$ cat src/rtl/pwm_bank_if.sv
// pwm_bank_if: register write bus for pwm_bank.
//   wr_en    write strobe, one cycle per write, always accepted
//   wr_addr  0..CHANNELS-1 selects a channel target duty, CHANNELS selects CTRL
//   wr_data  write data (CTRL uses bits [2:0])
// The host side uses the master modport and pwm_bank uses the slave modport.
interface pwm_bank_if #(
  parameter int CHANNELS = 8,
  parameter int WIDTH    = 8
);
  localparam int AW = $clog2(CHANNELS + 1);

  logic             wr_en;
  logic [AW-1:0]    wr_addr;
  logic [WIDTH-1:0] wr_data;

  modport master (output wr_en, output wr_addr, output wr_data);
  modport slave  (input  wr_en, input  wr_addr, input  wr_data);
endinterface

$ cat src/rtl/pwm_bank.sv
// pwm_bank: N-channel PWM generator with a shared prescaler and period counter.
// Each channel has a target duty written over the bus and an active duty that
// is reloaded only when the period counter wraps, so outputs never glitch.
// Optional linear fade moves each active duty one LSB towards its target
// every FADE_DIV periods.
// Ports:
//   clk          system clock
//   rst_n        asynchronous active-low reset
//   bus          register write port (pwm_bank_if.slave)
//   pwm_out      registered PWM outputs, one per channel
//   period_tick  one-clk pulse, the cycle after the period counter wraps to 0
//   fading       high while any active duty differs from its target
module pwm_bank #(
  parameter int CHANNELS = 8,
  parameter int WIDTH    = 8,
  parameter int PRESCALE = 256,
  parameter int FADE_DIV = 4
) (
  input  logic                clk,
  input  logic                rst_n,
  pwm_bank_if.slave           bus,
  output logic [CHANNELS-1:0] pwm_out,
  output logic                period_tick,
  output logic                fading
);

  localparam int AW  = $clog2(CHANNELS + 1);
  localparam int PSW = (PRESCALE > 1) ? $clog2(PRESCALE) : 1;
  localparam int FW  = (FADE_DIV > 1) ? $clog2(FADE_DIV) : 1;

  // CTRL bit positions
  localparam int C_EN   = 0;
  localparam int C_INV  = 1;
  localparam int C_FADE = 2;

  logic [PSW-1:0]      psc_q,  psc_d;
  logic [WIDTH-1:0]    pcnt_q, pcnt_d;
  logic [FW-1:0]       fcnt_q, fcnt_d;
  logic [2:0]          ctrl_q, ctrl_d;
  logic [WIDTH-1:0]    tgt_q [CHANNELS];
  logic [WIDTH-1:0]    tgt_d [CHANNELS];
  logic [WIDTH-1:0]    act_q [CHANNELS];
  logic [WIDTH-1:0]    act_d [CHANNELS];
  logic [CHANNELS-1:0] pwm_q,  pwm_d;
  logic                ptick_q, ptick_d;
  logic                fading_q, fading_d;

  logic tick;
  logic wrap;
  logic fade_step;
  logic ctrl_sel;

  assign tick      = (psc_q == PSW'(PRESCALE - 1));
  assign wrap      = tick && (pcnt_q == '1);
  assign fade_step = (fcnt_q == FW'(FADE_DIV - 1));
  assign ctrl_sel  = (bus.wr_addr == AW'(CHANNELS));

  // Timebase: prescaler, period counter and fade counter
  always_comb begin
    psc_d  = psc_q;
    pcnt_d = pcnt_q;
    fcnt_d = fcnt_q;
    if (tick) begin
      psc_d  = '0;
      pcnt_d = pcnt_q + WIDTH'(1);
    end else begin
      psc_d  = psc_q + PSW'(1);
    end
    if (wrap) begin
      fcnt_d = fade_step ? '0 : fcnt_q + FW'(1);
    end
  end

  // Register writes; addresses above CHANNELS match nothing and are dropped
  always_comb begin
    tgt_d  = tgt_q;
    ctrl_d = ctrl_q;
    if (bus.wr_en) begin
      for (int unsigned i = 0; i < CHANNELS; i++) begin
        if (bus.wr_addr == AW'(i)) begin
          tgt_d[i] = bus.wr_data;
        end
      end
      if (ctrl_sel) begin
        ctrl_d = bus.wr_data[2:0];
      end
    end
  end

  // Active duty reload at wrap. Reads the registered targets/CTRL, so a write
  // landing on the wrap edge is picked up at the following wrap.
  always_comb begin
    act_d = act_q;
    if (wrap) begin
      for (int unsigned i = 0; i < CHANNELS; i++) begin
        if (!ctrl_q[C_FADE]) begin
          act_d[i] = tgt_q[i];
        end else if (fade_step) begin
          // Step only towards the target, so it can never overshoot or wrap.
          if (act_q[i] < tgt_q[i]) begin
            act_d[i] = act_q[i] + WIDTH'(1);
          end else if (act_q[i] > tgt_q[i]) begin
            act_d[i] = act_q[i] - WIDTH'(1);
          end
        end
      end
    end
  end

  // Outputs and status flags
  always_comb begin
    pwm_d    = '0;
    fading_d = 1'b0;
    for (int unsigned i = 0; i < CHANNELS; i++) begin
      pwm_d[i] = (ctrl_q[C_EN] && (pcnt_q < act_q[i])) ^ ctrl_q[C_INV];
      if (act_q[i] != tgt_q[i]) begin
        fading_d = 1'b1;
      end
    end
    ptick_d = wrap;
  end

  always_ff @(posedge clk or negedge rst_n) begin
    if (!rst_n) begin
      psc_q    <= '0;
      pcnt_q   <= '0;
      fcnt_q   <= '0;
      ctrl_q   <= 3'b001;
      pwm_q    <= '0;
      ptick_q  <= 1'b0;
      fading_q <= 1'b0;
      for (int unsigned i = 0; i < CHANNELS; i++) begin
        tgt_q[i] <= '0;
        act_q[i] <= '0;
      end
    end else begin
      psc_q    <= psc_d;
      pcnt_q   <= pcnt_d;
      fcnt_q   <= fcnt_d;
      ctrl_q   <= ctrl_d;
      pwm_q    <= pwm_d;
      ptick_q  <= ptick_d;
      fading_q <= fading_d;
      for (int unsigned i = 0; i < CHANNELS; i++) begin
        tgt_q[i] <= tgt_d[i];
        act_q[i] <= act_d[i];
      end
    end
  end

  assign pwm_out     = pwm_q;
  assign period_tick = ptick_q;
  assign fading      = fading_q;

endmodule

$ cat src/flat_wrapper.sv
// flat-port wrapper written by rule: the top's interface ports become plain ports
module pwm_bank_flat 
#(
  parameter int CHANNELS = 8,
  parameter int WIDTH    = 8,
  parameter int PRESCALE = 256,
  parameter int FADE_DIV = 4
)
  (clk, rst_n, pwm_out, period_tick, fading, bus_wr_en, bus_wr_addr, bus_wr_data);
  pwm_bank_if #(.CHANNELS(CHANNELS), .WIDTH(WIDTH)) bus_i ();
  input  logic clk;
  input  logic rst_n;
  output logic [CHANNELS-1:0] pwm_out;
  output logic period_tick;
  output logic fading;
  input wire logic [$bits(bus_i.wr_en)-1:0] bus_wr_en;
  input wire logic [$bits(bus_i.wr_addr)-1:0] bus_wr_addr;
  input wire logic [$bits(bus_i.wr_data)-1:0] bus_wr_data;
  assign bus_i.wr_en = bus_wr_en;
  assign bus_i.wr_addr = bus_wr_addr;
  assign bus_i.wr_data = bus_wr_data;
  pwm_bank #(.CHANNELS(CHANNELS), .WIDTH(WIDTH), .PRESCALE(PRESCALE), .FADE_DIV(FADE_DIV)) u_core (.clk(clk), .rst_n(rst_n), .bus(bus_i), .pwm_out(pwm_out), .period_tick(period_tick), .fading(fading));
endmodule
$ cat config.mk
export PLATFORM = sky130hd
export DESIGN_NAME = pwm_bank_flat
export DESIGN_NICKNAME = d
export VERILOG_FILES = /design/src/rtl/pwm_bank_if.sv /design/src/rtl/pwm_bank.sv /design/src/flat_wrapper.sv
export SDC_FILE = /design/constraint.sdc
export NUM_CORES = 1
export LEC_CHECK = 0
export BUFFER_PORTS_ARGS = -buffer_cell sky130_fd_sc_hd__buf_2
export CAP_MARGIN = 0
export CORE_MARGIN = 1
export CORE_UTILIZATION = 35
export CTS_CLUSTER_SIZE = 20
export DETAILED_ROUTE_END_ITERATION = 16
export GPL_TIMING_DRIVEN = 0
export HOLD_SLACK_MARGIN = 0.12
export PLACE_DENSITY = 0.52
export SLEW_MARGIN = 20
export SYNTH_ARGS = -nofsm -noshare
export SYNTH_HDL_FRONTEND = slang
export SYNTH_SLANG_ARGS = --single-unit
$ cat constraint.sdc
create_clock -name clk -period 5.25 [get_ports clk]
set_clock_uncertainty 0.15 [all_clocks]
set_input_delay 0.7875 -clock clk [delete_from_list [all_inputs] [get_ports clk]]
set_output_delay 0.7875 -clock clk [all_outputs]
set_load 0.005 [all_outputs]
* Yosys cells after proc, flatten, opt, wreduce, memory -nomap -nowiden
Cells that the tools add are included.
** Word-level totals
- Register bits :: 159
- Bits of input ports :: 15
- Output and inout port bits :: 10
- Word-level logic and storage cells :: 171
** Operators by class
- $lt $le $gt $ge :: 24
- Bitwise logic cells :: 8
- Mux-type cells :: 42
- Add/sub/neg operators :: 19
- Eq/ne operators :: 28
- Reduce and logical (&&, ||, !) cells :: 27
** Operator list (number)
- $mux 8 :: 33
- $lt 8x8->1 :: 16
- $add 8x1->8 const B :: 10
- $gt 8x8->1 :: 8
- $ne 8x8->1 :: 8
- $sub 8x1->8 const B :: 8
- $ne 3x3->1 const B :: 8
- $reduce_and 3->1 :: 8
- $reduce_and 2->1 :: 9
- $eq 4x3->1 const B :: 4
- $eq 8x8->1 const B :: 2
- $logic_and 1x1->1 :: 9
- $eq 4x2->1 const B :: 2
- $mux 1 :: 8
- $xor 1x1->1 :: 8
- $eq 4x1->1 const B :: 1
- $eq 4x4->1 const B :: 1
- $logic_not 4->1 :: 1
- $add 2x1->2 const B :: 1
- $eq 2x2->1 const B :: 1
- $mux 2 :: 1
- $ne 2x2->1 const B :: 1

* Logic depth before layout (Yosys ltp)
Gate-level depths: netlist of run 1.
- Depth after elaboration :: 9
- Depth in mapped cells :: 14
- Gate-level depth less buffers :: 14

* Least setup slack after synthesis of run 1
No wires, ideal clock.
- Path kind :: reg2reg
- From :: register u_core.act_q[25] in the netlist's numbering
- To :: register u_core.act_q[31] in the netlist's numbering
- Data required time :: 4964 ps
- Setup time :: 136 ps
- Cell stages (with the launch flop) :: 13
- Clock period less this slack :: 3674 ps
- Path buffers :: 0
- Arrival :: 3389 ps
- Path slack :: 1576 ps
- Path through :: dfrtp_1 -> ha_1 -> nand3_1 -> o221a_2 -> o31ai_1 -> ha_1 -> a21oi_1 -> o211ai_1 -> o41ai_1 -> xnor2_1 -> nand3_1 -> o21ai_0 -> a21oi_1
** On the way
- Cells in the longest elaborated chain, start to end :: 5
- Elaborated cells on any way between the ends :: 10
- Classes of those cells :: add/sub: 2; order compare: 2; eq/ne: 1; mux: 4; reduce/logical: 1
** RTL lines
- from (decl) :: line pwm_bank.sv:42 : logic [WIDTH-1:0] act_q [CHANNELS];
- from (signal, indexed assignment) :: line pwm_bank.sv:146 : act_q[i] <= act_d[i];
- $sub 8x1->8 :: line pwm_bank.sv:103 : act_d[i] = act_q[i] - WIDTH'(1);
- $mux 8 :: line pwm_bank.sv:102 : end else if (act_q[i] > tgt_q[i]) begin
- $mux 8 :: line pwm_bank.sv:100 : if (act_q[i] < tgt_q[i]) begin
- $mux 8 :: line pwm_bank.sv:98 : end else if (fade_step) begin
- $mux 8 :: line pwm_bank.sv:96 : if (!ctrl_q[C_FADE]) begin
Parallel ways exist; a longest one is shown, timed or not. The select of a mux whose other input is x is not followed.
A chain may end at the register's enable or synchronous reset.

* Worst setup path after layout of run 1
- From :: register u_core.act_q[33] in the netlist's numbering
- To :: register u_core.act_q[39] in the netlist's numbering
Same word-level chain as after synthesis.

==> key figures, run 1 <==
Outcome
  – Status: complete, no violations

Detailed routing
  – Remaining antenna violation count: 0
  – Drt first pass iters: 5
  – Initial DRC count: 385
  – Total number of vias: 8806
  – Drt drc: 0
  – Routed WL per cell: 18.2 um
  – Routed WL: 31500 um
  – Vias/cell: 5.07

Yosys
  – Post-synth EDFFs: 0
  – Largest cells by area after synthesis: dfrtp_1 34%, ha_1 19%, o21ai_0 4.9%, inv_1 4.6%, xnor2_1 4.4%
  – Main synth FF type: dfrtp_1
  – Most numerous cell in the Yosys netlist: ha_1
  – FF+latch count, synth: 159
  – Async S/R FF share, synth: 100%
  – Syn Area/Cell: 9.47 um2
  – Synth area leader: dfrtp_1
  – Commonest cells post-synth: 179 x ha_1, 158 x dfrtp_1, 144 x inv_1
  – Sequential area share after synthesis: 34.0%
  – Share of the synthesized area in the top cell type: 33.8%
  – Cell count after synthesis: 1235
  – Count of different cell masters after synthesis: 51
  – Yosys warnings: 0
  – Mapped cell area: 11700 um2
  – Synthesized net count: 1437

Final layout
  – Final Cell Area: 13000 um2
  – # fillers: 3306
  – Nets: 1482
  – Area delta synth->final: 11.5%
  – Layout cell share with drive strength beyond 1: 9.67%

STA
  – Hold Vio Cnt, Final: 0
  – Setup TNS: 0 ns
  – Worst slew margin: 32.0%
  – Unrepaired setup endpoints after global routing: false
  – Tmin final: 3.87 ns
  – Worst-margin pin slew: 1.02 ns
  – Final Max Slew Viols: 0
  – Final cycle utilization of the critical path: 73.7%
  – Setup violators final: 0
  – Peak Freq: 258 MHz

Pwr
  – Pwr/cell area: 269 nW/um2
  – Internal: 2410 uW
  – Leakage power: 0.00625 uW
  – Peak VDD IR: 0.000207 V
  – Sequential share of power: 41.2%
  – Clock share of power: 37.1%
  – Sw Pwr: 1090 uW
  – Logic pwr share: 21.7%
  – Switching Share: 31.1%

Die
  – Die footprint: 34100 um2
  – Initial Utilization: 35.8%
  – Die width: 185 um
  – Total core area: 32700 um2
  – # IOs: 25
  – Die H: 185 um
  – Rows: 66

Critical path
  – WP depth: 13
  – Critical path endpoint category: flip-flop
  – Largest stage delay, worst path: 0.82 ns
  – Reg2reg start: u_core.act_q[33]$_DFFE_PN0P_
  – CP Buf/Inv Count: 0
  – R2R Path End: u_core.act_q[39]$_DFFE_PN0P_
  – WP data required: 5.48 ns
  – Crit path max-delay cell type: o31ai_2
  – Critical path type: flip-flop to flip-flop
  – Crit Path Max Fanout: 10
  – CP arrival: 4.10 ns
  – Worst reg2reg setup slack: 1.38 ns
  – Delay-heaviest family, CP: compound AO/OA/AOI/OAI gates
  – CP Launch Type: flip-flop
  – Crit path cell chain: ha_1, nand3_1, nor2_1, a2111oi_0, o31ai_2, ha_1, a21oi_1, o211ai_1, nor4_1, nor3_1, xnor2_1, or4b_1, nand3_1
  – R2R depth: 13

Clock network
  – CTS tree: yes
  – Skew-Pair Late Insertion Delay: 0.45 ns
  – H-Tree Depth: 4
  – CTS max path bufs: 2
  – Post-CTS setup buffers: 0
  – CTS sink cnt: 159
  – Root Buffer: clkbuf_16
  – Post-CTS Hold Fix Bufs: 0
  – Worst-path clk slew: 0.07 ns
  – CTS Buf Count: 17
  – CTS resizes: 0

Place
  – Gp weighted congestion: 0.850
  – IO buf count: 22
  – DP Area: 12400 um2
  – Dpl hpwl: 22100 um

Global routing
  – Largest net degree at the start of global routing: 88
  – Total gr overflow: 0
  – Antenna violations before repair: 0
  – Vias in the first global route: 8878
  – All-layer global routing usage: 19.8%
  – First-pass GRT wire length: 50500 um

Run
  – Max Cap Viol: 0

Worst hold path
  – Worst Hold Class: input port to async pin
## cell type report
class | instances | area, um2 | share of cell area [%]
sequential | 159 | 3980 | 30.5
buffer | 33 | 146 | 1.12
multi-input combinational | 899 | 7040 | 54.0
tap | 442 | 553 | 4.24
clock inverter | 11 | 131 | 1.01
antenna | 1 | 2.50 | 0.0192
inverter | 144 | 541 | 4.15
timing repair buffer | 26 | 170 | 1.31
clock buffer | 21 | 470 | 3.61
## cell families after synthesis
kind of cell	share of synthesized area, %
buf+inv	5.88
simple gates	11.4
compound gates	14.9
fa+ha+maj	20.5
mux	8.18
xor+xnor	5.09
flops	34.0
## flip-flops by register name (all words and copies together), names as in the netlist
| register | cells |
|---|---|
| u_core.fading | 1 |
| u_core.pcnt_q | 8 |
| u_core.tgt_q | 64 |
| u_core.period_tick | 1 |
| u_core.ctrl_q | 3 |
| u_core.psc_q | 8 |
| u_core.fcnt_q | 2 |
| u_core.pwm_out | 8 |
| u_core.act_q | 64 |
## worst max path at each step
stage / startpoint / slack [ns] / to
floorplan: u_core.act_q[25]$_DFFE_PN0P_ / 1.58 / u_core.act_q[31]$_DFFE_PN0P_
global placement: rst_n / 0.43 / u_core.tgt_q[27]$_DFFE_PN0P_
detailed placement: u_core.act_q[13]$_DFFE_PN0P_ / 1.28 / u_core.act_q[15]$_DFFE_PN0P_
CTS: u_core.act_q[13]$_DFFE_PN0P_ / 1.26 / u_core.act_q[15]$_DFFE_PN0P_
global route: u_core.act_q[33]$_DFFE_PN0P_ / 1.06 / u_core.act_q[39]$_DFFE_PN0P_
finish: u_core.act_q[33]$_DFFE_PN0P_ / 1.38 / u_core.act_q[39]$_DFFE_PN0P_
## per-layer routing
metal / vias up / part of all wire [%] / routed length [um] / GRT usage [%]
met1: 4234 / 49 / 15400 / 27.0
li1: 4436 / - / - / -
met3: 30 / 3.1 / 965 / 2.90
met4: 0 / 1.8 / 580 / 5.98
met2: 106 / 46 / 14500 / 32.3
met5: - / 0 / 0 / 0
## power by group through the flow
stage	logic [uW]	clock network (uW)	registers, uW
finish	759	1300	1440
floorplan	518	0	1440
CTS	771	1330	1440
detailed placement	765	0	1470
global route	852	1370	1460
global placement	746	0	1470
## layout by cell type, fill, tap and decap left out, drive strengths merged, types with 6 or more instances in the layout
master	Yosys	final
clkbuf	24	45
nor3	19	19
a21o	46	46
nor2b	9	9
mux2	44	44
o211ai	11	11
inv	144	145
a21oi	60	60
nand3	42	42
fa	8	8
xor2	9	9
o21ai	115	115
buf	9	35
nand2b	11	11
a211o	11	11
nand4	12	12
nand2	116	116
ha	179	179
mux2i	46	46
dfrtp	158	158
a31oi	9	9
xnor2	59	59
nor2	34	34
o21bai	10	10
nor4	6	6
## per-stage QoR
stage	hold slack [ns]	worst slack [ns]	cells	power (uW)	util (%)
floorplan	0.303	1.58	1235	1960	-
global placement	0.328	0.426	1699	2210	37.8
detailed placement	0.330	1.28	1702	2230	38.0
CTS	0.238	1.26	1734	3540	39.8
global route	0.284	1.06	1735	3680	39.8
finish	0.176	1.38	1736	3500	39.9
## worst register-to-register path, delay by kind of cell (launching register included)
kind | cells | cell delay, ns
fa+ha+maj | 2 | 0.70
flops | 1 | 0.46
xor+xnor | 1 | 0.15
simple gates | 6 | 1.09
compound gates | 4 | 1.27
Power figures use the tool's default switching activity.
==> inputs of run 2 (changes only) <==
- ABC_AREA: default -> 1
- clock period: 5.25 -> 3.8 ns (I/O delays scaled with it)
==> key figures, run 2 <==
Outcome
  – Status: complete, no violations

STA
  – Worst slew margin: 20.2% (-12 points)
  – Worst Slack Setup Final: 0.651 ns (-0.729 ns)
  – Setup violators final: 0 (unchanged)
  – Tmin final: 3.15 ns (-0.721 ns)
  – Final cycle utilization of the critical path: 82.9% (+9.2 points)
  – Hold Vio Cnt, Final: 0 (unchanged)
  – Setup TNS: 0 ns (unchanged)
  – Worst-margin pin slew: 1.20 ns (+0.178 ns)
  – Hold slack: 0.214 ns (+0.0386 ns)
  – Peak Freq: 318 MHz (+23%)
  – Final Max Slew Viols: 0 (unchanged)
  – Unrepaired setup endpoints after global routing: false

Clock network
  – Skew-Pair Late Insertion Delay: 0.44 ns (about the same)
  – Root Buffer: clkbuf_16
  – Post-CTS setup buffers: 0 (unchanged)
  – CTS resizes: 0 (unchanged)
  – Post-CTS Hold Fix Bufs: 1 (+1)
  – CTS sink cnt: 159 (unchanged)
  – Worst-path clk slew: 0.07 ns (about the same)
  – CTS max path bufs: 2 (unchanged)
  – CTS Buf Count: 17 (unchanged)
  – H-Tree Depth: 4 (unchanged)
  – CTS tree: yes

Final layout
  – Nets: 1904 (+28%)
  – Biggest regs: u_core.act_q: 64 flops, u_core.tgt_q: 64 flops
  – Leading cell types in the layout, fill and taps excluded: 445 x nand2_1, 214 x inv_1, 179 x ha_1, 158 x dfrtp_1, 128 x nand3_1
  – Layout Utilization: 39.9% (about the same)
  – # fillers: 3674 (+11%)
  – Commonest non-fill, non-tap cell in the layout: nand2_1
  – Area delta synth->final: 10.9%
  – Layout cell share with drive strength beyond 1: 8.28% (-1.4 points)

Yosys
  – Commonest cells post-synth: 445 x nand2_1, 214 x inv_1, 179 x ha_1
  – Sequential area share after synthesis: 31.7% (-2.3 points)
  – Async S/R FF share, synth: 100% (unchanged)
  – Adder-Cell Fraction of Synth Area: 19.1% (-1.4 points)
  – FF+latch count, synth: 159 (unchanged)
  – Count of different cell masters after synthesis: 34 (-33%)
  – Main synth FF type: dfrtp_1
  – Synth area leader: dfrtp_1
  – Post-Synth Simple-Gate Area: 26.4% (+15 points)
  – Share of the synthesized area in the top cell type: 31.5% (-2.3 points)
  – Syn Area/Cell: 7.57 um2 (-20%)
  – Mux contribution to synthesized area: 0% (-8.2 points)
  – Largest cells by area after synthesis: dfrtp_1 32%, ha_1 18%, nand2_1 13%, inv_1 6.4%, nand3_1 5.1%
  – Compound-cell area share of the yosys netlist: 12.4% (-2.5 points)
  – Yosys warnings: 0 (unchanged)
  – Synth Area in XOR/XNOR: 2.31% (-2.8 points)
  – Most numerous cell in the Yosys netlist: nand2_1
  – Post-synth EDFFs: 0 (unchanged)
  – Mapped cell area: 12500 um2 (+7.2%)
  – Cell count after synthesis: 1656 (+34%)
  – Largest family of logic cells by synthesized area: simple AND/OR/NAND/NOR gates
  – Synthesized net count: 1858 (+29%)

Critical path
  – Reg2reg start: u_core.act_q[53]$_DFFE_PN0P_
  – Origin of the worst setup path: u_core.act_q[53]$_DFFE_PN0P_
  – Critical path endpoint category: flip-flop
  – WP data required: 3.98 ns (-1.50 ns)
  – CP arrival: 3.33 ns (-0.77 ns)
  – CP Launch Type: flip-flop
  – Crit Path Max Fanout: 11 (+1)
  – Critical path type: flip-flop to flip-flop

Pwr
  – Total power: 5100 uW (+46%)
  – Leakage power: 0.00729 uW (+17%)
  – Peak VDD IR: 0.000345 V (+66%)
  – Pwr/cell area: 367 nW/um2 (+36%)

Die
  – Total core area: 34900 um2 (+6.7%)
  – Die footprint: 36600 um2 (+7.2%)
  – Die H: 191 um (+3.5%)
  – Rows: 68 (+3.0%)
  – # IOs: 25 (unchanged)
  – Die width: 191 um (+3.5%)
  – Initial Utilization: 35.9% (+0.19 points)

Place
  – Dpl hpwl: 27100 um (+23%)
  – Worst slack at placement: 0.678 ns (-0.605 ns)
  – IO buf count: 24 (+9.1%)
  – Gp weighted congestion: 0.853 (+0.42%)

Worst hold path
  – HP Start: bus_wr_data[6]
  – Worst Hold Class: input port to flip-flop

Global routing
  – All-layer global routing usage: 21.6% (+1.8 points)
  – Total gr overflow: 0 (unchanged)
  – First-pass GRT wire length: 59300 um (+17%)
  – Vias in the first global route: 10600 (+19%)
  – Largest net degree at the start of global routing: 72 (-18%)
  – Antenna violations before repair: 0 (unchanged)

Detailed routing
  – Total number of vias: 11100 (+26%)
  – Vias/cell: 5.12 (+0.98%)
  – Drt drc: 0 (unchanged)
  – Remaining antenna violation count: 0 (unchanged)
  – Initial DRC count: 676 (+76%)
  – Routed WL per cell: 17.4 um (-4.0%)
  – Drt first pass iters: 6 (+1)
  – Routed WL: 37800 um (+20%)

Run
  – Max Cap Viol: 0 (unchanged)
## run 2: cell count changes after synthesis, sizes merged, moves of 47 or more
| cell | before | now |
|---|---|---|
| inv | 144 | 219 |
| nand2 | 116 | 467 |
| xnor2 | 59 | 12 |
| nor2 | 34 | 90 |
| o21ai | 115 | 169 |
| nand3 | 42 | 128 |
## run 2: area by class of cell
type                    instances  area, um2  share of cell area, %
diodes                          1       2.50                 0.0180
flip-flops and latches        159       3980                   28.6
inverters                     219        822                   5.91
clock buffers                  19        453                   3.26
clock inverters                13        153                   1.10
repair buffers                 27        195                   1.40
plain buffers                  34        188                   1.35
multi-input cells            1244       7550                   54.3
well taps                     455        569                   4.09
## run 2: stage by stage
stage	instance area, um2	instances
floorplan	12500	1656
global placement	13200	2135
detailed placement	13300	2137
CTS	13900	2170
global route	13900	2170
finish	13900	2171
## run 2: path summary, 6_finish.rpt
path,endpoint,slack (ns),depth (start not counted)
worst min-delay path,u_core.tgt_q[6]$_DFFE_PN0P_,0.21,3
worst max-delay path,u_core.act_q[54]$_DFFE_PN0P_,0.65,14
worst min register to register,u_core.psc_q[0]$_DFF_PN0_,0.31,1
max in group asynchronous,u_core.ctrl_q[0]$_DFFE_PN1P_,2.05,4
min in group asynchronous,u_core.act_q[30]$_DFFE_PN0P_,0.41,2
worst max register to register,u_core.act_q[54]$_DFFE_PN0P_,0.65,14
## run 2: critical path: stages (launching register included)
cell,delay (ns)
dfrtp_1,0.46
ha_1,0.34
a21oi_1,0.16
nor2_1,0.06
nor2_1,0.15
nand2_1,0.33
ha_1,0.53
a21oi_1,0.12
or2_2,0.30
nand3_1,0.07
nand2_1,0.05
nand3_1,0.07
o21ai_0,0.11
nand2_1,0.10
nand2_1,0.05
## run 2: routing by layer
metal  vias up  track usage, %  share of wire [%]
li1       5581               -                  -
met1      5256            30.0                 48
met2       237            34.7                 45
met3        47            3.08                4.8
met4         0            6.17                2.3
met5         -               0                  0
## run 2: power by group
part	total (uW)	switching, uW	internal (uW)
Clock	1810	791	1020
Combinational	1330	941	393
Sequential	1960	98.2	1860
## run 2: cells by family (layout without fill, tap and decap cells)
logic type,after synthesis,after routing
compound gates,271,271
xor+xnor,33,33
fa+ha+maj,187,187
buf+inv,253,312
flops,159,159
other cells,0,1
simple gates,753,753
